### src/rtl/fetch_queue.sv
// fetch_queue: instruction fetch unit with an internal PC and a prefetch FIFO.
//
// Reads a byte-wide, combinationally-read instruction memory one byte per
// cycle. It assembles INST_BYTES bytes big-endian into one instruction, then
// buffers complete instructions in a QUEUE_DEPTH-entry FIFO for decode.
//
// Optional feature macro: FETCH_ALIGN_CHECK_EN. When it is defined, a flush
// target is rounded down to an instruction boundary and misalignment is
// flagged on o_misaligned. When it is undefined, o_misaligned is tied to 0.
//
// Ports:
//   i_clk, i_rst       clock, synchronous active-high reset
//   i_flush, i_new_pc  redirect: empty the queue and restart fetch at i_new_pc
//   o_mem_addr         byte address to memory (combinational from state)
//   o_mem_read         fetch strobe (combinational from state)
//   i_mem_data         memory byte for o_mem_addr, same cycle
//   o_inst_ready       queue non-empty
//   i_inst_ack         consumer takes the head entry
//   o_inst, o_inst_pc  head instruction and the address of its first byte
//   o_misaligned       one-cycle pulse after a misaligned redirect
module fetch_queue #(
    parameter int                    ADDR_WIDTH  = 12,
    parameter int                    DATA_WIDTH  = 8,
    parameter int                    INST_BYTES  = 4,
    parameter int                    INST_WIDTH  = INST_BYTES * DATA_WIDTH,
    parameter int                    QUEUE_DEPTH = 4,
    parameter logic [ADDR_WIDTH-1:0] RESET_PC    = '0
) (
    input  logic                  i_clk,
    input  logic                  i_rst,
    input  logic                  i_flush,
    input  logic [ADDR_WIDTH-1:0] i_new_pc,
    output logic [ADDR_WIDTH-1:0] o_mem_addr,
    output logic                  o_mem_read,
    input  logic [DATA_WIDTH-1:0] i_mem_data,
    output logic                  o_inst_ready,
    input  logic                  i_inst_ack,
    output logic [INST_WIDTH-1:0] o_inst,
    output logic [ADDR_WIDTH-1:0] o_inst_pc,
    output logic                  o_misaligned
);
    localparam int BW = $clog2(INST_BYTES);
    localparam int PW = (QUEUE_DEPTH > 1) ? $clog2(QUEUE_DEPTH) : 1;
    localparam int CW = $clog2(QUEUE_DEPTH + 1);

    typedef enum logic {FETCH, STALL} state_t;

    state_t                state;
    logic [ADDR_WIDTH-1:0] fetch_pc;
    logic [BW-1:0]         byte_idx;
    logic [INST_WIDTH-1:0] shift;
    logic [INST_WIDTH-1:0] q_inst [QUEUE_DEPTH];
    logic [ADDR_WIDTH-1:0] q_pc   [QUEUE_DEPTH];
    logic [PW-1:0]         head, tail, head_nxt, tail_nxt;
    logic [CW-1:0]         count, count_nxt;

    logic                  last_byte, push, pop;
    logic [INST_WIDTH-1:0] word, head_inst_nxt;
    logic [ADDR_WIDTH-1:0] head_pc_nxt, flush_pc;

    function automatic logic [PW-1:0] ptr_inc(input logic [PW-1:0] p);
        return PW'((int'(p) + 1) % QUEUE_DEPTH);
    endfunction

    assign o_mem_read = (state == FETCH);
    assign o_mem_addr = (state == FETCH) ? fetch_pc + ADDR_WIDTH'(byte_idx) : fetch_pc;

`ifdef FETCH_ALIGN_CHECK_EN
    logic [ADDR_WIDTH-1:0] pc_rem;
    assign pc_rem   = i_new_pc % ADDR_WIDTH'(INST_BYTES);
    assign flush_pc = i_new_pc - pc_rem;

    always_ff @(posedge i_clk) begin
        if (i_rst) o_misaligned <= 1'b0;
        else       o_misaligned <= i_flush && (pc_rem != '0);
    end
`else
    assign flush_pc     = i_new_pc;
    assign o_misaligned = 1'b0;
`endif

    always_comb begin
        last_byte = (state == FETCH) && (byte_idx == BW'(INST_BYTES - 1));
        push      = last_byte;
        pop       = o_inst_ready && i_inst_ack;
        // Completed word includes the byte arriving this cycle.
        word      = {shift[INST_WIDTH-DATA_WIDTH-1:0], i_mem_data};
        count_nxt = count + CW'(push) - CW'(pop);
        head_nxt  = pop  ? ptr_inc(head) : head;
        tail_nxt  = push ? ptr_inc(tail) : tail;
        // Registered head view: if the queue drains to nothing but this
        // edge's push, the head entry is the word being written right now.
        head_inst_nxt = '0;
        head_pc_nxt   = '0;
        if (count_nxt != '0) begin
            if (push && (count - CW'(pop)) == '0) begin
                head_inst_nxt = word;
                head_pc_nxt   = fetch_pc;
            end else begin
                head_inst_nxt = q_inst[head_nxt];
                head_pc_nxt   = q_pc[head_nxt];
            end
        end
    end

    // FIFO storage, no reset needed: validity comes from count.
    always_ff @(posedge i_clk) begin
        if (!i_rst && !i_flush && push) begin
            q_inst[tail] <= word;
            q_pc[tail]   <= fetch_pc;
        end
    end

    always_ff @(posedge i_clk) begin
        if (i_rst || i_flush) begin
            state        <= FETCH;
            fetch_pc     <= i_rst ? RESET_PC : flush_pc;
            byte_idx     <= '0;
            shift        <= '0;
            head         <= '0;
            tail         <= '0;
            count        <= '0;
            o_inst_ready <= 1'b0;
            o_inst       <= '0;
            o_inst_pc    <= '0;
        end else begin
            head         <= head_nxt;
            tail         <= tail_nxt;
            count        <= count_nxt;
            o_inst_ready <= (count_nxt != '0);
            o_inst       <= head_inst_nxt;
            o_inst_pc    <= head_pc_nxt;
            case (state)
                FETCH: begin
                    shift <= word;
                    if (last_byte) begin
                        fetch_pc <= fetch_pc + ADDR_WIDTH'(INST_BYTES);
                        byte_idx <= '0;
                        // Only start the next instruction if its push is
                        // guaranteed a free slot.
                        if (count_nxt == CW'(QUEUE_DEPTH)) state <= STALL;
                    end else begin
                        byte_idx <= byte_idx + BW'(1);
                    end
                end
                STALL: if (count_nxt < CW'(QUEUE_DEPTH)) state <= FETCH;
                default: state <= FETCH;
            endcase
        end
    end
endmodule

### config.mk
export PLATFORM = sky130hd
export DESIGN_NAME = fetch_queue
export DESIGN_NICKNAME = d
export VERILOG_FILES = /design/src/rtl/fetch_queue.sv
export SDC_FILE = /design/constraint.sdc
export NUM_CORES = 1
export LEC_CHECK = 0
export ABC_AREA = 0
export CAP_MARGIN = 20
export CORE_MARGIN = 3
export CORE_UTILIZATION = 53
export CTS_BUF_LIST = sky130_fd_sc_hd__clkbuf_8 sky130_fd_sc_hd__clkbuf_16
export CTS_CLUSTER_SIZE = 25
export DETAILED_ROUTE_END_ITERATION = 10
export HOLD_SLACK_MARGIN = 0.08
export PLACE_DENSITY = 0.76
export SYNTH_ARGS = -nofsm -noshare
export SYNTH_HDL_FRONTEND = slang
export SYNTH_SLANG_ARGS = --single-unit
### constraint.sdc
create_clock -name i_clk -period 2.95 [get_ports i_clk]
set_clock_uncertainty 0.05 [all_clocks]
set_input_delay 0.59 -clock i_clk [delete_from_list [all_inputs] [get_ports i_clk]]
set_output_delay 0.59 -clock i_clk [all_outputs]
set_load 0.005 [all_outputs]
## Word-level counts from Yosys, hierarchy flattened

Memories as Yosys holds them, arrays and structs flattened.
Cells that the tools add are included.
W data, S select, Z words.

| operators by class | value |
|---|---|
| add/subtract/negate cells | 8 |
| order comparisons | 1 |
| equality and inequality tests | 3 |
| mux-type cells | 15 |
| bitwise operators | 2 |
| reduce and logical (&&, ||, !) cells | 13 |

Operators by type and width:

| operator | number |
|---|---|
| $mux W12 | 6 |
| $mux W32 | 1 |
| $add A12 B2 Y12 | 1 |
| $add A12 B3 Y12 const B | 1 |
| $add A2 B1 Y2 const B | 3 |
| $sub A3 B1 Y3 | 2 |
| $logic_and A1 B1 Y1 | 5 |
| $mux W1 | 5 |
| $mux W2 | 2 |
| $add A3 B1 Y3 | 1 |
| $eq A3 B3 Y1 const B | 1 |
| $logic_not A3 Y1 | 1 |
| $lt A3 B3 Y1 const B | 1 |
| $reduce_bool A3 Y1 | 1 |
| $eq A2 B2 Y1 const B | 1 |
| $logic_not A1 Y1 | 2 |
| $ne A2 B1 Y1 const B | 1 |
| $not A1 Y1 | 2 |
| $pmux W1 S2 | 1 |
| $reduce_and A2 Y1 | 1 |
| $reduce_bool A2 Y1 | 1 |
| $reduce_or A2 Y1 | 1 |
| $logic_or A1 B1 Y1 | 1 |

| word-level totals | value |
|---|---|
| flip-flop bits (word level) | 91 |
| memory bits (writable) | 176 |
| input port bits | 24 |
| output and inout port bits | 59 |
| logic and storage cells | 54 |
| memories kept | 2 |

Memory list:

| memory | depth | bits a word | rd ports | clocked after Yosys merged registers in | wr ports | line | RTL |
|---|---|---|---|---|---|---|---|
| q_inst | 4 | 32 | 1 | 0 | 1 | 52 | `logic [INST_WIDTH-1:0] q_inst [QUEUE_DEPTH];` |
| q_pc | 4 | 12 | 1 | 0 | 1 | 53 | `logic [ADDR_WIDTH-1:0] q_pc [QUEUE_DEPTH];` |

## Logic depth before layout (Yosys ltp)

Gate-level depths: netlist of run 1.

| depth | value |
|---|---|
| word-level depth | 8 |
| depth in mapped cells | 15 |
| mapped depth without buffers | 11 |

## Worst setup path before layout of run 1

No wires, ideal clock.

| path | value |
|---|---|
| path kind | reg2reg |
| start point | register byte_idx[0] |
| end point | register o_inst_pc[1] |
| setup time | 0.080 ns |
| data arrival time | 3.044 ns |
| required time | 2.820 ns |
| setup slack | -0.223 ns |
| stages on the path, launching flop included | 16 |
| path buffers | 4 |
| period minus slack after synthesis | 3.173 ns |
| path through | dfxtp_1 > ha_1 > nor2b_1 > clkbuf_1 > inv_1 > ha_1 > inv_1 > ha_1 > fa_1 > xor3_1 > and2_1 > buf_6 > or3_1 > buf_6 > buf_6 > o22ai_2 |

| between the ends | value |
|---|---|
| longest elaborated chain between the ends | 7 |
| elaborated cells on any way between the ends | 9 |
| classes of those cells | add/sub (2); eq/ne (1); mux (1); bitwise (1); reduce/logical (4) |

Ends and longest elaborated chain:

| item | line | RTL |
|---|---|---|
| from (decl) | 50 | `logic [BW-1:0] byte_idx;` |
| from (signal assigned) | 143 | `byte_idx <= byte_idx + BW'(1);` |
| $eq A2 B2 Y1 (*) | 83 | `last_byte = (state == FETCH) && (byte_idx == BW'(INST_BYTES - 1));` |
| $logic_and A1 B1 Y1 (*) | 83 |  |
| $add A3 B1 Y3 | 88 | `count_nxt = count + CW'(push) - CW'(pop);` |
| $sub A3 B1 Y3 | 88 |  |
| $reduce_bool A3 Y1 | 95 | `if (count_nxt != '0) begin` |
| $not A1 Y1 (no line) | n/a |  |
| $reduce_or A2 Y1 (no line) | n/a |  |
| to (signal assigned) | 132 | `o_inst_pc <= head_pc_nxt;` |
| to (decl) | 39 | `output logic [ADDR_WIDTH-1:0] o_inst_pc,` |

Every way passes the cells marked *; elsewhere a longest branch is shown, timed or not.
A chain may end at the register's enable or synchronous reset.

## Final worst setup path of run 1

| path | value |
|---|---|
| start point | register fetch_pc[1] |
| end point | output o_mem_addr[9] |

| between the ends | value |
|---|---|
| longest elaborated chain between the ends | 2 |

Ends and longest elaborated chain:

| item | line | RTL |
|---|---|---|
| from (decl) | 49 | `logic [ADDR_WIDTH-1:0] fetch_pc;` |
| from (signal assigned) | 117 | `fetch_pc <= i_rst ? RESET_PC : flush_pc;` |
| from (signal assigned) | 137 | `fetch_pc <= fetch_pc + ADDR_WIDTH'(INST_BYTES);` |
| $add A12 B2 Y12 | 66 | `assign o_mem_addr = (state == FETCH) ? fetch_pc + ADDR_WIDTH'(byte_idx) : fetch_pc;` |
| $mux W12 | 66 |  |
| to (decl) | 33 | `output logic [ADDR_WIDTH-1:0] o_mem_addr,` |

Every way passes these cells.

==> impl_metrics.yaml, run 1 <==
logic_synthesis:
  ys_types: 37
  synth_mux_area_share_pct: 14.9
  avgSynthCellArea_um2: 13.7
  yosysTopAreaCell: "edfxtp_1"
  synth_xor_area_share_pct: 1.92
  netlist_area_um2: 11300
  synth_top_family_by_area: "multiplexers"
  synth-warning-count: 0
  synth-simple-area-share_pct: 5.40
  syn_nets: 858
  synthAdderAreaFrac_pct: 1.58
  synth_top_area_share_pct: 50.1
  synth_common_cells: "188 x edfxtp_1, 117 x mux2i_1, 79 x dfxtp_1"
  synth_compound_area_share_pct: 8.75
  synth_seq_cells: 267
  synthCells: 821
  synth_async_sr_flop_share_pct: 0
  synth_area_leaders: "edfxtp_1 50%, dfxtp_1 14%, mux2i_1 10%"
  ys.flop_type: "edfxtp_1"
  synth_edf_count: 188
  yosysMostFrequentCell: "edfxtp_1"
  synth-seq-area-share_pct: 64.2
die:
  std_cell_rows: 52
  core-area_um2: 20600
  dieHeight_um: 152
  dieArea_um2: 23000
  initial_core_util_pct: 54.8
  die_w_um: 152
  io_pins: 83
timing:
  worst_slack_ns: -0.0139
  max_freq_ghz: 0.337
  finalCriticalPeriod_ns: 2.96
  fin_tns_setup_ns: -0.0139
  slew_headroom_pct: 49.2
  hold_violations: 0
  worst_pin_slew_ns: 0.758
  setup_viol: 1
  period_share_pct: 100
  slew_violations: 0
  rsz0062_at_grt: "true"
clock_tree:
  cts_tree: "built"
  cts-hold-fix-buffers: 0
  htreeDepth: 1
  cts_root_buf: "clkbuf_16"
  clock_path_buffers: 3
  clkTransAtPathRegs_ns: 0.06
  clkLatencyLatePin_ns: 0.52
  cts_buffers: 27
  cts_sinks: 267
drt:
  wl_mm: 25.9
  dr_total_vias: 7174
  avgViaCountPerCell: 5.91
  dr.pass1.iters: 5
  ant_nets: 0
  wire_per_inst_um: 21.3
  drc: 0
  drt-initial-drc-count: 529
worst_hold_path:
  min-delay-path-class: "register to register"
grt:
  met3_usage_pct: 3.12
  grt_max_degree: 46
  use_met2_pct: 37.3
  antenna_found_initial: 0
  grtUsageMet1_pct: 29.0
  overflow: 0
  grt_pass1_vias: 7321
  busiest_layer: "met2"
  grt_usage_pct: 21.7
  grt_pass1_wl_mm: 38.7
layout:
  nNetsFinal: 962
  finalNonFillerCells: 1214
  nFillCells: 1461
  design_area_um2: 13800
  antenna_cells: 0
  area_growth_pct: 22.5
  layout-drive-gt1-share_pct: 20.7
  final_core_util_pct: 67.1
pwr:
  leakage_nw: 4.59
  p_per_area_nw_per_um2: 539
  irDropWorstVdd_mv: 0.382
critical_path:
  reg2reg_to: "o_inst[1]"
  end_kind: "output pin"
  ff2ff_setup_slack_ns: 0.01
  path_class: "register to output pin"
  required_ns: 2.31
  crit_fanout: 2
  crit_start: "fetch_pc[1]"
  endpoint: "o_mem_addr[9]"
  start_kind: "register"
  r2r_cells: 12
  arrival_ns: 2.32
  r2r-start: "byte_idx[1]"
job:
  maxCapViolations: 0
placed_design:
  dp.cells: 1154
  portBuffers: 81
  post-place-ws_ns: -0.534
  gp_congestion: 0.738
  placed_area_um2: 12700
  dp_hpwl_mm: 14.0
run_status:
  violations: "negative setup slack"
  status: "complete, but fails checks"
## state kept, by name, summed over array words and instances, names as in the netlist
register / cells
count: 3
q_inst: 128
o_inst_ready: 1
fetch_pc: 12
o_inst_pc: 12
head: 2
byte_idx: 2
shift: 24
q_pc: 48
tail: 2
state: 1
o_inst: 32
## worst max-delay path, cell delays in order, from the launching register on
cell and delay (ns):
edfxtp_1 0.43, ha_4 0.29, a21oi_2 0.06, nor4bb_2 0.27, buf_4 0.16, buf_4 0.11, and3_4 0.19, xor2_2 0.15
buf_2 0.14
## through the flow
stage | hold WS (ns) | total power, W
3_3_place_gp | 0.434 | 0.00444
5_1_grt | 0.489 | 0.00765
2_1_floorplan | 0.415 | 0.00428
4_1_cts | 0.457 | 0.00746
6_report | 0.473 | 0.00743
3_5_place_dp | 0.446 | 0.00445
## how the worst min path moves through the flow
stage / startpoint / endpoint / depth (start not counted)
final: tail[0] / tail[0] / 2
after detailed placement: tail[0] / tail[0] / 2
after floorplan: tail[0] / tail[0] / 2
after CTS: tail[0] / tail[0] / 2
after global placement: tail[0] / tail[0] / 2
after global routing: tail[0] / tail[0] / 2
## layer usage
metal | part of all wire [%] | vias to the layer above
met3 | 6.4 | 27
met5 | 0 | -
li1 | - | 3311
met1 | 41 | 3585
met2 | 51 | 251
met4 | 1.4 | 0
## placed cells by master (no fill, tap or decap), drive strengths merged, types with 2 or more instances in the layout
cell,instances
clkdlybuf4s50,70
nand2,9
mux2i,117
nor3,3
and2,4
a21oi,12
and3b,2
and4,3
o22ai,44
ha,11
fa,2
dfxtp,79
xor2,9
a22oi,44
nand3,48
buf,57
and3,8
nor2,42
o21ai,44
edfxtp,188
dlygate4sd2,4
o21a,5
clkbuf,36
xnor2,13
inv,26
clkinv,9
mux2,45
## power by group
| part | switching [W] | internal, W |
|---|---|---|
| registers | 0.0000410 | 0.00403 |
| clock network | 0.00132 | 0.00172 |
| logic | 0.000170 | 0.000147 |
## kinds of logic after synthesis
logic type | Yosys count
multiplexers | 162
flip-flops | 267
buffers and inverters | 81
XOR/XNOR | 23
other | 1
adder cells (fa/ha/maj) | 13
AO/OA/AOI/OAI | 149
AND/OR/NAND/NOR | 125
## cell type report
| class | count | area (um^2) | area share [%] |
|---|---|---|---|
| Sequential cell | 267 | 7230 | 52.4 |
| Multi-Input combinational cell | 473 | 3900 | 28.2 |
| Timing Repair Buffer | 139 | 1470 | 10.7 |
| Clock buffer | 30 | 717 | 5.20 |
| Tap cell | 270 | 338 | 2.45 |
| Clock inverter | 18 | 72.6 | 0.526 |
| Inverter | 17 | 63.8 | 0.463 |
## what timing repair did
| item | in CTS | in global routing |
|---|---|---|
| endpoints found under the hold margin | 0 | 0 |
| setup endpoints to repair | 55 | 47 |
| setup buffers | 3 | 2 |
| pin swaps | 3 | 7 |
| resized for setup | 30 | 30 |
| gates cloned | 1 | 6 |
(Power assumes the default switching activity.)
==> inputs of run 2 (changes only) <==
CTS_CLUSTER_SIZE = 30   (was 25)
==> results of run 2 <==
No change in the layout: final DEF, timing and power equal those of run 1.
==> inputs of run 3 (changes only) <==
GPL_ROUTABILITY_DRIVEN = 0   (was unset)
PLACE_DENSITY = 0.78   (was 0.76)
==> run 3 against run 2 <==
- the flow now finishes without violations
- sequential share of layout area about the same
- clock power increased by 11%
- die area unchanged
- global-route usage increased by 0.12 points
- sequential power about the same
- final area about the same
- non-clock buffer count decreased by 7
- register-to-register slack improved by 0.02 ns
- core utilization increased by 0.055 points
- combinational power decreased by 3%
==> impl_metrics.yaml, run 3 (synthesis results as in run 1) <==
timing:
  worst_slack_ns: 0.0341
  hold_violations: 0
  rsz0062_at_grt: "true"
  fin_tns_setup_ns: 0
  slew_violations: 0
  setup_viol: 0
  period_share_pct: 98.8
  max_freq_ghz: 0.343
  slew_headroom_pct: 53.6
  finalCriticalPeriod_ns: 2.92
  worst_pin_slew_ns: 0.695
critical_path:
  critPathTopFamily: "adder cells"
  critPathSlowestCell: "fa_2"
  max_stage_delay_ns: 0.54
  start_kind: "register"
  end_kind: "register"
  arrival_ns: 3.30
  worstPathCellList: "ha_2 > nor2b_4 > inv_2 > ha_4 > inv_2 > ha_4 > fa_2 > nor2_1 > and2_2 > or3_4 > clkbuf_16 > o22ai_1"
  path_class: "register to register"
  crit_buf_inv: 3
  required_ns: 3.34
  crit_fanout: 8
clock_tree:
  clock_path_buffers: 3
  htreeDepth: 1
  clkLatencyLatePin_ns: 0.52
  cts_buffers: 26
  cts_sinks: 267
  cts_root_buf: "clkbuf_16"
  cts-hold-fix-buffers: 0
  cts_tree: "built"
  clkTransAtPathRegs_ns: 0.07
placed_design:
  post-place-ws_ns: -0.568
  portBuffers: 81
  dp.cells: 1153
  dp_hpwl_mm: 14.1
  placed_area_um2: 12700
die:
  die_w_um: 152
  dieHeight_um: 152
  io_pins: 83
  dieArea_um2: 23000
  initial_core_util_pct: 54.8
  core-area_um2: 20600
  std_cell_rows: 52
pwr:
  total_power_w: 0.00774
  irDropWorstVdd_mv: 0.409
  p_per_area_nw_per_um2: 561
  leakage_nw: 4.53
drt:
  avgViaCountPerCell: 5.86
  ant_nets: 0
  drt-initial-drc-count: 495
  drc: 0
  dr_total_vias: 7072
  dr.pass1.iters: 5
  wl_mm: 25.1
  wire_per_inst_um: 20.8
layout:
  area_growth_pct: 22.6
  largest_reg_flops: 128
  regMostFlops: "q_inst"
  layout-drive-gt1-share_pct: 20.6
  antenna_cells: 0
  design_area_um2: 13800
  layout.cells.most_common_list: "188 x edfxtp_1, 117 x mux2i_1, 75 x dfxtp_1"
  nNetsFinal: 954
  reg.largest.list: "q_inst (128), q_pc (48), o_inst (32)"
  layout_commonest_cell: "edfxtp_1"
  finalNonFillerCells: 1207
run_status:
  status: "finished clean"
grt:
  grt_usage_pct: 21.8
  grt_max_degree: 49
  grt_pass1_wl_mm: 39.1
  grt_pass1_vias: 7245
  antenna_found_initial: 0
  overflow: 0
worst_hold_path:
  min-delay-path-class: "register to register"
job:
  maxCapViolations: 0
[run 3: final timing paths]
check,start,cells after the start,slack [ns],to
max reg2reg,byte_idx[0],12,0.03,o_inst[24]
min reg2reg,tail[0],2,0.46,tail[0]
max,byte_idx[0],12,0.03,o_inst[24]
min,tail[0],2,0.46,tail[0]
[run 3: where the power goes]
part	internal (W)	leakage (nW)	total [W]	switching (W)
clock network	0.00200	0.435	0.00336	0.00136
registers	0.00403	2.36	0.00407	0.0000410
logic	0.000139	1.74	0.000307	0.000168
total	0.00617	4.53	0.00774	0.00157
[run 3: worst reg2reg max path, cell delays in order (launching register included)]
cell and delay [ns]:
dfxtp_2 0.34, ha_2 0.18, nor2b_4 0.15, inv_2 0.06
ha_4 0.26, inv_2 0.04, ha_4 0.15, fa_2 0.54
nor2_1 0.05, and2_2 0.20, or3_4 0.46, clkbuf_16 0.21
o22ai_1 0.15
[run 3: repair_timing]
action                     in CTS  in global routing
gates resized for setup        30                 29
buffers inserted                3                  0
pin swaps                       4                  6
setup endpoints to repair      56                 28
gates cloned                    1                  1
[run 3: area by class of cell]
class / instances / area, um^2
Sequential cell: 267 / 7230
Fill cell: 1447 / 6750
Multi-Input combinational cell: 473 / 3890
Timing Repair Buffer: 132 / 1390
Clock buffer: 30 / 717
Tap cell: 270 / 338
Clock inverter: 18 / 175
Inverter: 17 / 63.8
[run 3: through the flow]
stage	util (%)	hold WS [ns]
floorplan	-	0.415
global placement	61.6	0.434
detailed placement	61.6	0.457
CTS	66.3	0.465
global route	67.1	0.496
finish	67.1	0.463
[run 3: metal layers]
metal	part of all wire (%)	up-vias	track usage (%)
met5	0	-	0
met4	1.8	0	5.57
met3	5.1	29	2.65
met2	51	198	37.5
met1	42	3553	29.7
li1	-	3292	-
